--- config.mk ---
export PLATFORM = sky130hd
export DESIGN_NAME = calc_ctrl
export DESIGN_NICKNAME = d
export VERILOG_FILES = /design/src/rtl/calc_ctrl.sv
export SDC_FILE = /design/constraint.sdc
export NUM_CORES = 1
export LEC_CHECK = 0
export CAP_MARGIN = 5
export CORE_MARGIN = 2
export CORE_UTILIZATION = 60
export CTS_BUF_LIST = sky130_fd_sc_hd__clkbuf_4
export CTS_CLUSTER_SIZE = 10
export DETAILED_ROUTE_END_ITERATION = 12
export DONT_BUFFER_PORTS = 1
export GPL_TIMING_DRIVEN = 0
export PLACE_DENSITY = 0.76
export SLEW_MARGIN = 20
export SYNTH_ARGS = -nofsm -noshare
export SYNTH_HDL_FRONTEND = slang
export SYNTH_SLANG_ARGS = --single-unit
--- constraint.sdc ---
create_clock -name clk -period 3.5 [get_ports clk]
set_clock_uncertainty 0.2 [all_clocks]
set_input_delay 0.525 -clock clk [delete_from_list [all_inputs] [get_ports clk]]
set_output_delay 0.525 -clock clk [all_outputs]
set_load 0.02 [all_outputs]
--- src/rtl/calc_ctrl.sv ---
// rtl/calc_ctrl.sv - operand capture, ALU sequencing and result accumulator for the calculator
//
// Ports:
//   clk        in   system clock, all state updates on rising edge
//   rst_n      in   synchronous reset, active-low
//   sw_val     in   [WIDTH]  operand value from switches
//   op_sel     in   [2]      operation selector (00 pass A, 01 A+B, 10 A-B, 11 NOT A)
//   btn_load   in   debounced level, rising edge loads an operand
//   btn_exec   in   debounced level, rising edge executes or chains
//   btn_clear  in   debounced level, high level clears
//   alu_result in   [WIDTH]  combinational ALU result
//   alu_a      out  [WIDTH]  registered operand A
//   alu_b      out  [WIDTH]  registered operand B
//   alu_op     out  [2]      registered op code
//   acc        out  [WIDTH]  last captured result
//   ovf        out  signed overflow of last captured result
//   busy       out  high while in EXEC
//   done       out  one-cycle pulse on result capture
//   err        out  one-cycle pulse on illegal exec
//   state      out  [3]      current FSM state
module calc_ctrl #(
  parameter int WIDTH = 5
) (
  input  logic             clk,
  input  logic             rst_n,
  input  logic [WIDTH-1:0] sw_val,
  input  logic [1:0]       op_sel,
  input  logic             btn_load,
  input  logic             btn_exec,
  input  logic             btn_clear,
  input  logic [WIDTH-1:0] alu_result,
  output logic [WIDTH-1:0] alu_a,
  output logic [WIDTH-1:0] alu_b,
  output logic [1:0]       alu_op,
  output logic [WIDTH-1:0] acc,
  output logic             ovf,
  output logic             busy,
  output logic             done,
  output logic             err,
  output logic [2:0]       state
);

  typedef enum logic [2:0] {
    IDLE   = 3'd0,
    HAVE_A = 3'd1,
    HAVE_B = 3'd2,
    EXEC   = 3'd3,
    RESULT = 3'd4
  } state_t;

  state_t           cur, nxt;
  logic [WIDTH-1:0] a_n, b_n, acc_n;
  logic [1:0]       op_n;
  logic             ovf_n, done_n, err_n;
  logic             load_prev, exec_prev;
  logic             load_ev, exec_ev;
  logic             ovf_calc;

  assign load_ev = btn_load & ~load_prev;
  assign exec_ev = btn_exec & ~exec_prev;
  assign state   = cur;
  assign busy    = (cur == EXEC);

  // Sign-bit overflow test on the operands currently presented to the ALU.
  always_comb begin
    ovf_calc = 1'b0;
    case (alu_op)
      2'b01:   ovf_calc = (alu_a[WIDTH-1] == alu_b[WIDTH-1]) &&
                          (alu_result[WIDTH-1] != alu_a[WIDTH-1]);
      2'b10:   ovf_calc = (alu_a[WIDTH-1] != alu_b[WIDTH-1]) &&
                          (alu_result[WIDTH-1] != alu_a[WIDTH-1]);
      default: ovf_calc = 1'b0;
    endcase
  end

  always_comb begin
    nxt    = cur;
    a_n    = alu_a;
    b_n    = alu_b;
    op_n   = alu_op;
    acc_n  = acc;
    ovf_n  = ovf;
    done_n = 1'b0;
    err_n  = 1'b0;
    if (btn_clear) begin
      nxt   = IDLE;
      a_n   = '0;
      b_n   = '0;
      op_n  = '0;
      acc_n = '0;
      ovf_n = 1'b0;
    end else begin
      case (cur)
        IDLE: begin
          if (load_ev) begin
            a_n = sw_val;
            nxt = HAVE_A;
          end
        end
        HAVE_A: begin
          // load wins over a simultaneous exec rise
          if (load_ev) begin
            b_n = sw_val;
            nxt = HAVE_B;
          end else if (exec_ev) begin
            if (op_sel == 2'b00 || op_sel == 2'b11) begin
              op_n = op_sel;
              nxt  = EXEC;
            end else begin
              err_n = 1'b1;
            end
          end
        end
        HAVE_B: begin
          if (load_ev) begin
            b_n = sw_val;
          end else if (exec_ev) begin
            op_n = op_sel;
            nxt  = EXEC;
          end
        end
        EXEC: begin
          acc_n  = alu_result;
          ovf_n  = ovf_calc;
          done_n = 1'b1;
          nxt    = RESULT;
        end
        RESULT: begin
          if (load_ev) begin
            a_n = sw_val;
            b_n = '0;
            nxt = HAVE_A;
          end else if (exec_ev) begin
            a_n = acc;
            b_n = '0;
            nxt = HAVE_A;
          end
        end
        default: begin
          nxt   = IDLE;
          a_n   = '0;
          b_n   = '0;
          op_n  = '0;
          acc_n = '0;
          ovf_n = 1'b0;
        end
      endcase
    end
  end

  always_ff @(posedge clk) begin
    if (!rst_n) begin
      cur       <= IDLE;
      alu_a     <= '0;
      alu_b     <= '0;
      alu_op    <= '0;
      acc       <= '0;
      ovf       <= 1'b0;
      done      <= 1'b0;
      err       <= 1'b0;
      // history at 1 so a button held through reset gives no edge
      load_prev <= 1'b1;
      exec_prev <= 1'b1;
    end else begin
      cur       <= nxt;
      alu_a     <= a_n;
      alu_b     <= b_n;
      alu_op    <= op_n;
      acc       <= acc_n;
      ovf       <= ovf_n;
      done      <= done_n;
      err       <= err_n;
      load_prev <= btn_load;
      exec_prev <= btn_exec;
    end
  end

endmodule

; ---- Yosys cells after proc, flatten, opt, wreduce, memory -nomap -nowiden
; Index checks and enable logic that the tools add are counted.
[word_totals]
regBits = 25
output_inout_bits = 24
wordCells = 83
[op_classes]
n_eq_ne = 20
mux = 27
n_bitwise = 10
reduce_logical = 16
[op_table]
columns = op, n
row1 = $pmux W5 S3, 2
row2 = $mux W5, 5
row3 = $mux W3, 8
row4 = $pmux W3 S5, 1
row5 = $ne A2 B2 Y1 const B, 6
row6 = $reduce_and A6 Y1, 2
row7 = $mux W2, 5
row8 = $pmux W5 S2, 1
row9 = $ne A3 B3 Y1 const B, 3
row10 = $not A1 Y1, 8
row11 = $eq A3 B2 Y1 const B, 2
row12 = $pmux W2 S3, 1
row13 = $reduce_and A3 Y1, 2
row14 = $reduce_or A2 Y1, 3
row15 = $reduce_or A3 Y1, 2
row16 = $reduce_or A5 Y1, 1
row17 = $eq A2 B2 Y1 const B, 2
row18 = $pmux W1 S2, 2
row19 = $reduce_or A4 Y1, 1
row20 = $eq A3 B1 Y1 const B, 1
row21 = $eq A3 B3 Y1 const B, 1
row22 = $logic_not A3 Y1, 1
row23 = $and A1 B1 Y1, 2
row24 = $eq A2 B1 Y1 const B, 1
row25 = 7 further kinds, 10

; ---- Logic depth before layout (Yosys ltp)
[depth]
word_depth = 6
depth_mapped = 6

; ---- Least setup slack after synthesis
; OpenSTA, ideal clock, no wires.
[synth_timing]
path_kind = register to output
startpoint = register cur[0], in the netlist state[0]
endpoint = output busy
arrival_ns = 1.018
required_time_ns = 2.775
setup_slack_ns = 1.757
stages_incl_launch_ff = 3
n_path_buf = 0
path_cell_list = dfxtp_1 -> nand2_2 -> nor2_4
[synth_between]
elab_chain_cells = 1
[synth_rtl]
columns = item, line_no
row1 = "start, declared", 51  ; state_t cur, nxt;
row2 = "start signal, assigned", 165  ; cur <= nxt;
row3 = $eq A3 B2 Y1, 62  ; assign busy = (cur == EXEC);
row4 = "end, declared", 37  ; output logic busy,
; Every way passes these cells.

; ---- Worst setup path in the final report
[layout_timing]
startpoint = register cur[1], in the netlist state[1]
endpoint = output busy
; The elaborated chain is that of the path after synthesis.

==> flow_summary_export.csv <==
group,metric,value,unit
yosys,netlist.area_leader.share,41.9,%
pwr,vdd_drop_max,294,uV
die,die_w,48.6,um
sta,layout_setup_ws,1240,ps
die,rows,16,
sta,setup_viol,0,
sta,hold_viol,0,
worst_setup_path,r2r-end,"alu_b[3]$_SDFFE_PP0P_",
final_layout,multiInputGateArea,643,um^2
clocking,cts_tree,"built",
drt,drtIter0Drc,33,
worst_setup_path,cpPeakStageDelay,710,ps
drt,final_antenna_net_count,0,
drt,vias,902,
yosys,ys_warn_count,0,
clocking,clk_latency,320,ps
worst_setup_path,cp_num_buf_inv,0,
yosys,synth-edff-count,0,
yosys,yosysMostFrequentCell,"dfxtp_1",
die,core,0.00192,mm^2
clocking,clk_pin_slew,140,ps
clocking,cts-root-buf,"clkbuf_4",
yosys,syn-num-nets,143,
worst_setup_path,rrSetupSlack,1700,ps
yosys,synth_seq_cells,25,
final_layout,syn_to_final_growth,5.35,%
clocking,ctsResizeCount,0,
worst_setup_path,crit_required,2770,ps
final_layout,nets,148,
worst_setup_path,path_depth,2,
final_layout,drive_gt1_share,14.7,%
global_route,grt_start_max_net_pins,16,
final_layout,final_area,0.00126,mm^2
worst_setup_path,critPathTopFamily,"flip-flops",
yosys,syn_avg_cell_area,9.55,um^2
global_route,antenna_found_initial,0,
pwr,p_per_area,358,mW/mm^2
sta,relSlewSlack,61.8,%
yosys,synth_cell_type_count,36,
worst_setup_path,slowest_stage,"dfxtp_1",
global_route,gr-total-overflow,0,
yosys,synth_area,0.00119,mm^2
yosys,synth_ff_type,"dfxtp_1",
drt,dr.pass1.iters,4,
drt,drc_errors,0,
clocking,cts_sinks,25,
worst_setup_path,crit_start,"state[1]$_SDFFE_PP0P_",
yosys,synth.area.top_cells,"dfxtp_1 42%, mux2i_1 10%, nand2_1 5.0%",
final_layout,antenna_cells,0,
place,dp.final_hpwl,1870,um
worst_setup_path,critical_path.cell_chain,"nand2_2 -> nor2_4",
place,io_buffers,0,
sta,fmax,442,MHz
sta,worstMarginPinSlew,572,ps
worst_setup_path,rr_startpoint,"state[1]$_SDFFE_PP0P_",
place,pre_cts_ws,1630,ps
worst_setup_path,startpoint_type,"flip-flop",
die,die-area,0.00236,mm^2
pwr,power_leakage,0.478,nW
final_layout,fillers,173,
worst_setup_path,cp-endpoint,"busy",
run_status,status,"completed",
yosys,synth_top_cells_by_count,"25 x dfxtp_1, 16 x nand2_1, 12 x mux2i_1, 9 x nor2_1",
sta,finalCritPeriodShare,64.6,%
die,start_util,62.1,%
clocking,postCtsHoldBufs,0,
worst_hold_path,hold_depth,1,
die,die_h,48.6,um
clocking,post_cts_buffers,0,
worst_setup_path,crit_path_end_kind,"output pin",
sta,slew_violations,0,
place,place_congestion,0.802,
global_route,grt_pass1_wl,4010,um
global_route,grt_pass1_vias,888,
final_layout,final_util,65.4,%
worst_setup_path,path_class,"reg2out",
job,drv_cap,0,
worst_setup_path,worstPathMaxFanout,8,
yosys,yosysSeqAreaShare,41.9,%
worst_setup_path,critPathArrivalTime,1540,ps
drt,wl_per_cell,15.9,um
final_layout,regArea,500,um^2
clocking,cts_buffer_depth,2,
worst_hold_path,hp-class,"in2reg",
yosys,async_flop_share,0,%
sta,post-route-min-period,2260,ps
global_route,grt_usage,21.8,%
sta,rsz0062_at_grt,"no",
clocking,htree_num_levels,1,
die,io_pins,41,
yosys,synth_area_leader_cell,"dfxtp_1",
clocking,cts_inserted_buffers,3,
drt,avgViaCountPerCell,5.78,
worst_setup_path,reg2regPathDepth,5,
yosys,synthesis.instances,125,
drt,wirelength,2480,um
sta,tns,0,ps
place,placed_cell_area,0.00123,mm^2
routing by layer:
layer	vias to the layer above	global-route usage [%]	share of wire, %
li1	449	-	-
met1	411	27.2	44
met2	38	35.8	47
met3	4	6.79	7.9
met4	0	7.14	0.93
met5	-	0	0
kinds of logic (layout without fill, tap and decap cells):
kind of cell    Yosys count  count (layout)  synth area share (%)
fa+ha+maj                 1               1                  1.05
compound gates           27              27                  18.2
mux                      12              12                  10.1
flops                    25              25                  41.9
simple gates             49              49                  23.1
buf+inv                   9              13                  4.19
xor+xnor                  2               2                  1.47
cell usage in the layout, fill, tap and decap left out, types with 3 or more instances in the layout:
| master | instances |
|---|---|
| nand2_1 | 16 |
| a21o_1 | 3 |
| nor3_1 | 3 |
| mux2i_1 | 12 |
| nor2_1 | 9 |
| nor2b_1 | 3 |
| dfxtp_1 | 25 |
| nand2b_1 | 6 |
| a21oi_1 | 3 |
| o2bb2ai_1 | 4 |
| clkbuf_4 | 3 |
| inv_1 | 3 |
| a22oi_1 | 6 |
cell type report:
type | count | area share [%]
well taps | 27 | 2.69
clock inverters | 1 | 0.597
inverters | 3 | 0.896
clock buffers | 3 | 1.79
plain buffers | 6 | 3.08
multi-input cells | 91 | 51.1
flip-flops and latches | 25 | 39.8
state kept, by name, indices dropped and copies added (netlist names):
register / flops
exec_prev: 1
done: 1
ovf: 1
state: 3
alu_op: 2
err: 1
load_prev: 1
alu_b: 5
alu_a: 5
acc: 5
worst min path at each step:
stage | slack, ps | start | endpoint
floorplan | 340 | alu_b[0]$_SDFFE_PP0P_ | alu_b[0]$_SDFFE_PP0P_
global placement | 340 | alu_b[0]$_SDFFE_PP0P_ | alu_b[0]$_SDFFE_PP0P_
detailed placement | 360 | alu_b[2]$_SDFFE_PP0P_ | alu_b[2]$_SDFFE_PP0P_
CTS | 60 | rst_n | exec_prev$_SDFF_PN1_
global route | 50 | rst_n | exec_prev$_SDFF_PN1_
finish | 70 | rst_n | exec_prev$_SDFF_PN1_
where the power goes:
part           switching (mW)  total (mW)  internal (mW)
combinational          0.0156      0.0265         0.0109
sequential            0.00348       0.290          0.287
clock                  0.0890       0.133         0.0437
stage by stage:
stage                     hold WS, ps  std cells  power (mW)
after detailed placement          358        152       0.323
after floorplan                   336        125       0.318
after CTS                        61.3        156       0.453
after global placement            344        152       0.322
after global routing             49.4        156       0.465
final                            68.0        156       0.450
No activity file was read; power rests on OpenSTA's default activity.
